File: src/rtl/clock_edge_monitor_module.sv
// clock_edge_monitor_module
//   Watches a slow clock (asynchronous to clk_in). It synchronizes the slow
//   clock and reports each rising and falling edge as a one-cycle strobe. It
//   measures the rise-to-rise period in clk_in cycles and flags the slow clock
//   as lost once TIMEOUT cycles pass without a rising edge.
//
// Ports
//   clk_in        system clock; all state changes on its rising edge
//   reset         asynchronous, active-high reset
//   slow_clk_in   observed slow clock (asynchronous)
//   rise_pulse    one-cycle strobe per detected rising edge
//   fall_pulse    one-cycle strobe per detected falling edge
//   period_out    last measured rise-to-rise period (clk_in cycles)
//   period_valid  one-cycle strobe in the cycle period_out updates
//   clock_lost    level, high while the slow clock is considered stopped
module clock_edge_monitor_module #(
  parameter int SYNC_STAGES = 2,
  parameter int TIMEOUT     = 30_000_000,
  localparam int N          = $clog2(longint'(TIMEOUT) + 1)
) (
  input  logic         clk_in,
  input  logic         reset,
  input  logic         slow_clk_in,
  output logic         rise_pulse,
  output logic         fall_pulse,
  output logic [N-1:0] period_out,
  output logic         period_valid,
  output logic         clock_lost
);

  localparam logic [1:0] ST_IDLE = 2'd0;
  localparam logic [1:0] ST_MEAS = 2'd1;
  localparam logic [1:0] ST_LOST = 2'd2;

  localparam logic [N-1:0] TMO = N'(TIMEOUT);
  localparam logic [N-1:0] ONE = N'(1);

  logic [SYNC_STAGES-1:0] sync_q;
  // Bit k is set once the synchronizer holds k+1 real samples taken after reset.
  logic [SYNC_STAGES-1:0] vld_pipe;
  logic                   prev_q;
  // Rising edges are accepted only after a real low has been seen. Without
  // this, a slow clock that is already high at reset release would look like
  // a 0->1 transition against the cleared chain.
  logic                   armed_q;
  logic [1:0]             state_q;
  logic [N-1:0]           cnt_q;

  logic sync_last;
  logic rise;
  logic fall;

  assign sync_last = sync_q[SYNC_STAGES-1];
  assign rise      = sync_last & ~prev_q & armed_q;
  assign fall      = ~sync_last & prev_q;

  // Synchronizer, edge detection and registered strobes
  always_ff @(posedge clk_in or posedge reset) begin
    if (reset) begin
      sync_q     <= '0;
      vld_pipe   <= '0;
      prev_q     <= 1'b0;
      armed_q    <= 1'b0;
      rise_pulse <= 1'b0;
      fall_pulse <= 1'b0;
    end else begin
      sync_q     <= {sync_q[SYNC_STAGES-2:0], slow_clk_in};
      vld_pipe   <= {vld_pipe[SYNC_STAGES-2:0], 1'b1};
      prev_q     <= sync_last;
      armed_q    <= armed_q | (vld_pipe[SYNC_STAGES-1] & ~sync_last);
      rise_pulse <= rise;
      fall_pulse <= fall;
    end
  end

  // Period measurement / loss detection. The FSM acts on the combinational
  // rise, so period_valid lines up with rise_pulse. The count then equals the
  // distance between consecutive rise_pulse strobes.
  always_ff @(posedge clk_in or posedge reset) begin
    if (reset) begin
      state_q      <= ST_IDLE;
      cnt_q        <= '0;
      period_out   <= '0;
      period_valid <= 1'b0;
      clock_lost   <= 1'b0;
    end else begin
      period_valid <= 1'b0;
      case (state_q)
        ST_IDLE, ST_MEAS: begin
          if (rise) begin
            // A rise wins over a simultaneous timeout.
            if (state_q == ST_MEAS) begin
              period_out   <= cnt_q;
              period_valid <= 1'b1;
            end
            cnt_q   <= ONE;
            state_q <= ST_MEAS;
          end else if (cnt_q == TMO) begin
            state_q    <= ST_LOST;
            clock_lost <= 1'b1;
          end else begin
            cnt_q <= cnt_q + ONE;
          end
        end
        ST_LOST: begin
          // The count holds here and period_out keeps its last value.
          if (rise) begin
            clock_lost <= 1'b0;
            cnt_q      <= ONE;
            state_q    <= ST_MEAS;
          end
        end
        default: state_q <= ST_IDLE;
      endcase
    end
  end

endmodule

File: config.mk
export PLATFORM = sky130hd
export DESIGN_NAME = clock_edge_monitor_module
export DESIGN_NICKNAME = d
export VERILOG_FILES = /design/src/rtl/clock_edge_monitor_module.sv
export SDC_FILE = /design/constraint.sdc
export NUM_CORES = 1
export LEC_CHECK = 0
export ABC_AREA = 1
export CAP_MARGIN = 40
export CORE_MARGIN = 2
export CORE_UTILIZATION = 53
export CTS_CLUSTER_DIAMETER = 200
export CTS_CLUSTER_SIZE = 40
export DETAILED_ROUTE_END_ITERATION = 8
export GPL_ROUTABILITY_DRIVEN = 0
export PLACE_DENSITY = 0.8
export SYNTH_ARGS = -nofsm -noshare
export SYNTH_HDL_FRONTEND = slang
export SYNTH_SLANG_ARGS = --single-unit
File: constraint.sdc
create_clock -name clk_in -period 5.5 [get_ports clk_in]
set_input_delay 0.825 -clock clk_in [delete_from_list [all_inputs] [get_ports clk_in]]
set_output_delay 0.825 -clock clk_in [all_outputs]
set_load 0.02 [all_outputs]
==> results of run 1 <==
## through the flow
stage / instance area [um2] / hold WS, ns
finish: 3620 / 0.359
global route: 3620 / 0.365
CTS: 3620 / 0.362
global placement: 3390 / 0.337
floorplan: 3040 / 0.331
detailed placement: 3400 / 0.346
## Yosys cell counts
cell type  instances  area (um2)
nand3b_1           1        7.51
buf_2              5        25.0
conb_1             1        3.75
nand3_1           25         125
a21oi_4            1        16.3
inv_1             40         150
xor2_1             5        43.8
nand2_1          122         458
o21ai_1           13        65.1
ha_1               2        25.0
nor2_2             3        18.8
buf_6              2        22.5
nand3_4            1        17.5
clkbuf_1           2        7.51
nor3_1             5        25.0
o21bai_1           1        7.51
nand2_2            2        12.5
a21oi_1            4        20.0
o21ai_0           36         180
nor2_4             2        22.5
inv_2              6        22.5
dfrtp_1           62        1550
nor2_1            50         188
nand4_1            4        25.0
## metal layers
metal | part of all wire [%] | routed length (um) | up-vias
li1 | - | - | 1316
met1 | 48 | 3090 | 1173
met2 | 46 | 2980 | 60
met3 | 4.5 | 291 | 13
met4 | 2.1 | 139 | 0
met5 | 0 | 0 | -
## area by class of cell
type	count	area, um2
well taps	72	90.1
fillers	475	1920
multi-input cells	278	1260
clock buffers	12	165
clock inverters	4	53.8
flip-flops and latches	62	1550
inverters	46	173
repair buffers	33	325
## cell families after synthesis
kind of cell	after synthesis	share of synthesized area (%)
xor+xnor	5	1.44
simple gates	215	29.6
other cells	1	0.123
flops	62	51.0
fa+ha+maj	2	0.823
compound gates	55	9.51
buf+inv	55	7.49
## power by group through the flow
| stage | Combinational, uW | Sequential [uW] | Clock, uW |
|---|---|---|---|
| 2_1_floorplan | 62.4 | 523 | 0 |
| 3_5_place_dp | 125 | 511 | 0 |
| 3_3_place_gp | 121 | 509 | 0 |
| 4_1_cts | 126 | 502 | 435 |
| 5_1_grt | 139 | 505 | 456 |
| 6_report | 124 | 503 | 426 |
## sequential cells by signal, summed over array words and instances (netlist names), 2 cells and up
| register | count |
|---|---|
| cnt_q | 25 |
| period_out | 25 |
| state_q | 2 |
| sync_q | 2 |
| vld_pipe | 2 |
## worst min path at each step
stage / from / end / slack, ns / cells past startpoint
6_report: vld_pipe[0]$_DFF_PP0_ / vld_pipe[1]$_DFF_PP0_ / 0.36 / 0
5_1_grt: sync_q[0]$_DFF_PP0_ / sync_q[1]$_DFF_PP0_ / 0.36 / 0
4_1_cts: sync_q[0]$_DFF_PP0_ / sync_q[1]$_DFF_PP0_ / 0.36 / 0
3_5_place_dp: sync_q[0]$_DFF_PP0_ / sync_q[1]$_DFF_PP0_ / 0.35 / 0
3_3_place_gp: vld_pipe[0]$_DFF_PP0_ / vld_pipe[1]$_DFF_PP0_ / 0.34 / 0
2_1_floorplan: sync_q[0]$_DFF_PP0_ / sync_q[1]$_DFF_PP0_ / 0.33 / 0
==> results.md, run 1 <==
- LEAKAGE: between 0.0015 and 0.002 uW
- Vias per std cell: between 5 and 6
- Routing usage on met1: 30.9%
- DRT Pass-1 Iters: 4
- Worst-path clk slew: ~0.07 ns
- Port Buf Inserts: 31
- Drt drc: 0
- Post-synthesis sequential area ratio: between 50% and 60%
- Combinational fraction of design power: roughly an eighth
- Cell Pwr Density: slightly below 300 mW/mm2
- Clk Latency, worst-skew pair: approximately 0.35 ns
- Layout cells sized above 1: between 7 and 8%
- Ant. Diodes: 0
- Core Util, Final: between 60% and 70%
- Initial antenna violation count: 0
- Net Sw Frac: between 20% and 30%
- Flop-to-flop setup slack: between 3 and 4 ns
- Net Count, Synth: 400
- DR iter-0 viols: between 150 and 200
- Die Area: between 0.006 and 0.007 mm2
- Setup crit end: period_out[24]
- Post-DRT Antenna Nets: 0
- Fin Setup TNS: 0 ns
- DR WL/cell: 12.8 um
- Most frequent cells in the layout: nand2_1 (122), dfrtp_1 (62), nor2_1 (50)
- Worst-Margin Slew: roughly 0.76 ns
- Highest-delay cell along the critical path: clkdlybuf4s50_1
- CTS Buffer Depth: 2
- CTS tree: built
- Clk sinks: between 60 and 70
- H-Tree Depth: 3
- Reg2reg path depth: 9
- Synth cell types: 24
- Setup crit start: period_out[24]$_DFFE_PP0P_
- Mean Syn Cell Area: a little under 8 um2
- Vias in the first global route: approximately 2500
- Mapped cell area: 0.00304 mm2
- Internal power: about 780 uW
- Area Overhead vs Synth: 19.1%
- P_sw: about 280 uW
- Worst rel slew slack: about 50%
- Delay-heaviest family, CP: buffers and inverters
- Largest net degree at the start of global routing: 63
- Pre-CTS WS: 3.37 ns
- Initial Util: a little over half
- Final WS setup: about 3.3 ns
- R2R Path Start: cnt_q[0]$_DFFE_PP0P_
- Global Route Usage Sum: between 20% and 30%
- WP data arrival: between 1 and 1.5 ns
- Sequential share of power: about 48%
- Crit-path max cell delay: between 0.6 and 0.7 ns
- Crit path cell chain: clkdlybuf4s50_1
- Max FO, Critical Path: 2
- Post-cts sizing count: 0
- Critical path endpoint category: output pin
- Hold Path Class: reg -> reg
- GRT met3 Usage: under 10%
- Boundary Pins: 32
- Fin crit share: slightly below 40%
- Mapped Cells: between 300 and 400
- First-pass GRT wire length: roughly 11000 um
- Status: finished clean
- Cts hold-fix bufs: 0
- Die height: between 70 and 80 um
- Post-Layout Cell Count: just over 500
- # setup viols final: 0
- Critical path buffers and inverters: 1
- Worst path depth: 1
- Setup Fix Bufs, Post-CTS: 0
- Max-slew violation count: 0
- CORE AREA: 0.00554 mm2
- Largest vdd supply drop: between 0.0002 and 0.00025 V
- Critical path launch point type: flop
- Fmax: 0.459 GHz
- RSZ-0062 raised after global routing: false
- Max_cap viols: 0
- Yosys reg bits: between 60 and 70
- Core Rows: 27
- Hpwl dp: 4450 um
- Req. time, crit path: about 4.7 ns
- Commonest non-fill, non-tap cell in the layout: nand2_1
- Layer with the highest usage: met2
- GR Overflow Total: 0
- Via count: between 2000 and 3000
- # nets final: ~440
- TritonCTS Buffers: 9
- Die W: about 80 um
- Yosys Warn Count: 0
- Clk network pwr share: 40.4%
- Fin crit period: about 2.2 ns
- Hold Vio Cnt, Final: 0
- Worst R2R End: cnt_q[23]$_DFFE_PP0P_
- CTS Root Cell: clkbuf_8
- GR Util met2: between 30% and 40%
- Clock Skews: between 0.009 and 0.01 ns
- Final wirelength: between 6000 and 7000 um
- Critical path class: reg -> out
- Power Total: ~1100 uW
- Placed insts: between 400 and 500
(Power assumes the default switching activity.)
==> run 2: changes to the inputs <==
==> constraint.sdc (replaced) <==
create_clock -name clk_in -period 2.2 [get_ports clk_in]
set_input_delay 0.33 -clock clk_in [delete_from_list [all_inputs] [get_ports clk_in]]
set_output_delay 0.33 -clock clk_in [all_outputs]
set_load 0.02 [all_outputs]
==> results.md, run 2 (synthesis gave the netlist of run 1 again) <==
- GR Overflow Total: 0 (unchanged)
- Vias in the first global route: 2411 (-2.7%)
- Commonest non-fill, non-tap cell in the layout: nand2_1
- Initial Util: 54.9% (unchanged)
- Critical path class: reg -> reg
- Fillers: 473 (-0.42%)
- Highest-delay cell along the critical path: dfrtp_1
- Die Area: 0.00636 mm2 (unchanged)
- Hold Crit Start: vld_pipe[0]$_DFF_PP0_
- Fin Setup TNS: 0 ns (unchanged)
- Fmax: 0.529 GHz
- Cts hold-fix bufs: 0 (unchanged)
- Initial antenna violation count: 0 (unchanged)
- Port Buf Inserts: 31 (unchanged)
- Most frequent cells in the layout: nand2_1 (122), dfrtp_1 (62), nor2_1 (50)
- CTS Buffer Depth: 2 (unchanged)
- Post-DRT Antenna Nets: 0 (unchanged)
- Clk Latency, worst-skew pair: 0.35 ns (about the same)
- Vias per std cell: 5.05 (about the same)
- Worst-path clk slew: 0.07 ns (about the same)
- CTS tree: built
- Worst rel slew slack: 56.8% (+7.3 points)
- H-Tree Depth: 3 (unchanged)
- Req. time, crit path: 2.42 ns (-2.26 ns)
- Setup Fix Bufs, Post-CTS: 0 (unchanged)
- Register area: 0.00155 mm2 (unchanged)
- Max_cap viols: 0 (unchanged)
- Status: finished clean
- Hpwl dp: 4450 um (about the same)
- Multi-input logic area: 0.00126 mm2 (unchanged)
- DR iter-0 viols: 205 (+13%)
- Layout cells sized above 1: 8.45% (+0.63 points)
- Final wirelength: 6380 um (-1.7%)
- Post-cts sizing count: 0 (unchanged)
- Critical path endpoint category: flop
- Worst-Margin Slew: 0.647 ns (-0.110 ns)
- Clock Skews: 0.00696 ns (-0.00275 ns)
- Max FO, Critical Path: 19 (+17)
- # setup viols final: 0 (unchanged)
- Largest net degree at the start of global routing: 63 (unchanged)
- Crit-path max cell delay: 0.39 ns (-0.24 ns)
- DRT Pass-1 Iters: 5 (+1)
- Clk sinks: 62 (unchanged)
- Hold Vio Cnt, Final: 0 (unchanged)
- Crit path cell chain: inv_1 > ha_1 > nand2_1 > inv_1 > nand2_1 > nor2_2 > nand3_4 > a21oi_4 > buf_12 > o21ai_0
- Cell Pwr Density: 705 mW/mm2 (+140%)
- Drt drc: 0 (unchanged)
- Top flop regs: cnt_q: 25 flops, period_out: 25 flops
- Max-slew violation count: 0 (unchanged)
- Hold Path Class: reg -> reg
- TritonCTS Buffers: 9 (unchanged)
- Setup crit start: cnt_q[0]$_DFFE_PP0P_
- R2R Path Start: cnt_q[0]$_DFFE_PP0P_
- Fin crit share: between 80% and 90%
- Critical path launch point type: flop
- Ant. Diodes: 0 (unchanged)
- Via count: 2575 (+0.51%)
- CORE AREA: 0.00554 mm2 (unchanged)
- LEAKAGE: 0.00162 uW (+1.2%)
- Core Util, Final: 65.8% (+0.50 points)
- Die height: 79.7 um (unchanged)
- First-pass GRT wire length: 11400 um (+1.5%)
- Global Route Usage Sum: 23.3% (+0.036 points)
- # nets final: 438 (+0.69%)
- WP data arrival: 2.11 ns (+0.76 ns)
- Core Rows: 27 (unchanged)
- DR WL/cell: 12.5 um (-2.3%)
- Boundary Pins: 32 (unchanged)
- Fin crit period: 1.89 ns
- Die W: 79.7 um (unchanged)
- RSZ-0062 raised after global routing: false
- Largest vdd supply drop: 0.000567 V (+150%)
- Area Overhead vs Synth: 20.0%
- CTS Root Cell: clkbuf_8
run 2: changes by cell type in the layout (fill, tap and decap cells not counted):
| cell | previous run | this run |
|---|---|---|
| buf_4 | 2 | 3 |
| buf_12 | 0 | 2 |
| clkinvlp_4 | 2 | 1 |
| clkbuf_8 | 12 | 10 |
| clkinv_2 | 0 | 3 |
run 2: final cells by class:
| class | instances | share of cell area [%] |
|---|---|---|
| Tap cell | 72 | 2.47 |
| Inverter | 46 | 4.73 |
| Sequential cell | 62 | 42.5 |
| Timing Repair Buffer | 36 | 10.2 |
| Clock buffer | 10 | 3.77 |
| Multi-Input combinational cell | 278 | 34.6 |
| Clock inverter | 6 | 1.68 |
run 2: final timing paths:
path / to / slack [ns] / cells after the start
worst min-delay path: vld_pipe[1]$_DFF_PP0_ / 0.35 / 0
worst min register to register: vld_pipe[1]$_DFF_PP0_ / 0.35 / 0
max in group asynchronous: cnt_q[20]$_DFFE_PP0P_ / 1.58 / 3
worst max register to register: cnt_q[23]$_DFFE_PP0P_ / 0.31 / 10
min in group asynchronous: cnt_q[6]$_DFFE_PP0P_ / 0.37 / 3
worst max-delay path: cnt_q[23]$_DFFE_PP0P_ / 0.31 / 10
run 2: critical path, delay by kind of cell, from the launching register on:
family | cells | cell delay, ns
adders and majority gates | 1 | 0.17
and+or+nand+nor | 4 | 0.38
buffers and inverters | 3 | 0.40
DFF | 1 | 0.39
AOI/OAI and AO/OA | 2 | 0.43
run 2: power by group:
| group | total [uW] | leakage (uW) | internal [uW] | switching (uW) |
|---|---|---|---|---|
| clock | 996 | 0.000102 | 549 | 447 |
| sequential | 1250 | 0.000829 | 1210 | 48.0 |
| combinational | 320 | 0.000687 | 124 | 195 |
run 2: stage by stage:
stage,cells,setup WS [ns],total power (uW),area (um2),hold WS [ns]
6_report,510,0.310,2570,3650,0.351
5_1_grt,510,0.160,2700,3650,0.356
4_1_cts,510,0.334,2590,3650,0.354
3_5_place_dp,494,0.350,1590,3450,0.338
3_3_place_gp,494,0.413,1590,3450,0.336
2_1_floorplan,395,0.329,1460,3040,0.331
run 2: routing by layer:
layer	routed length (um)	vias up	track usage [%]
met3	320	13	6.67
met2	2950	65	35.2
met1	3020	1183	32.6
met4	87	0	7.46
li1	-	1314	-
met5	0	-	0
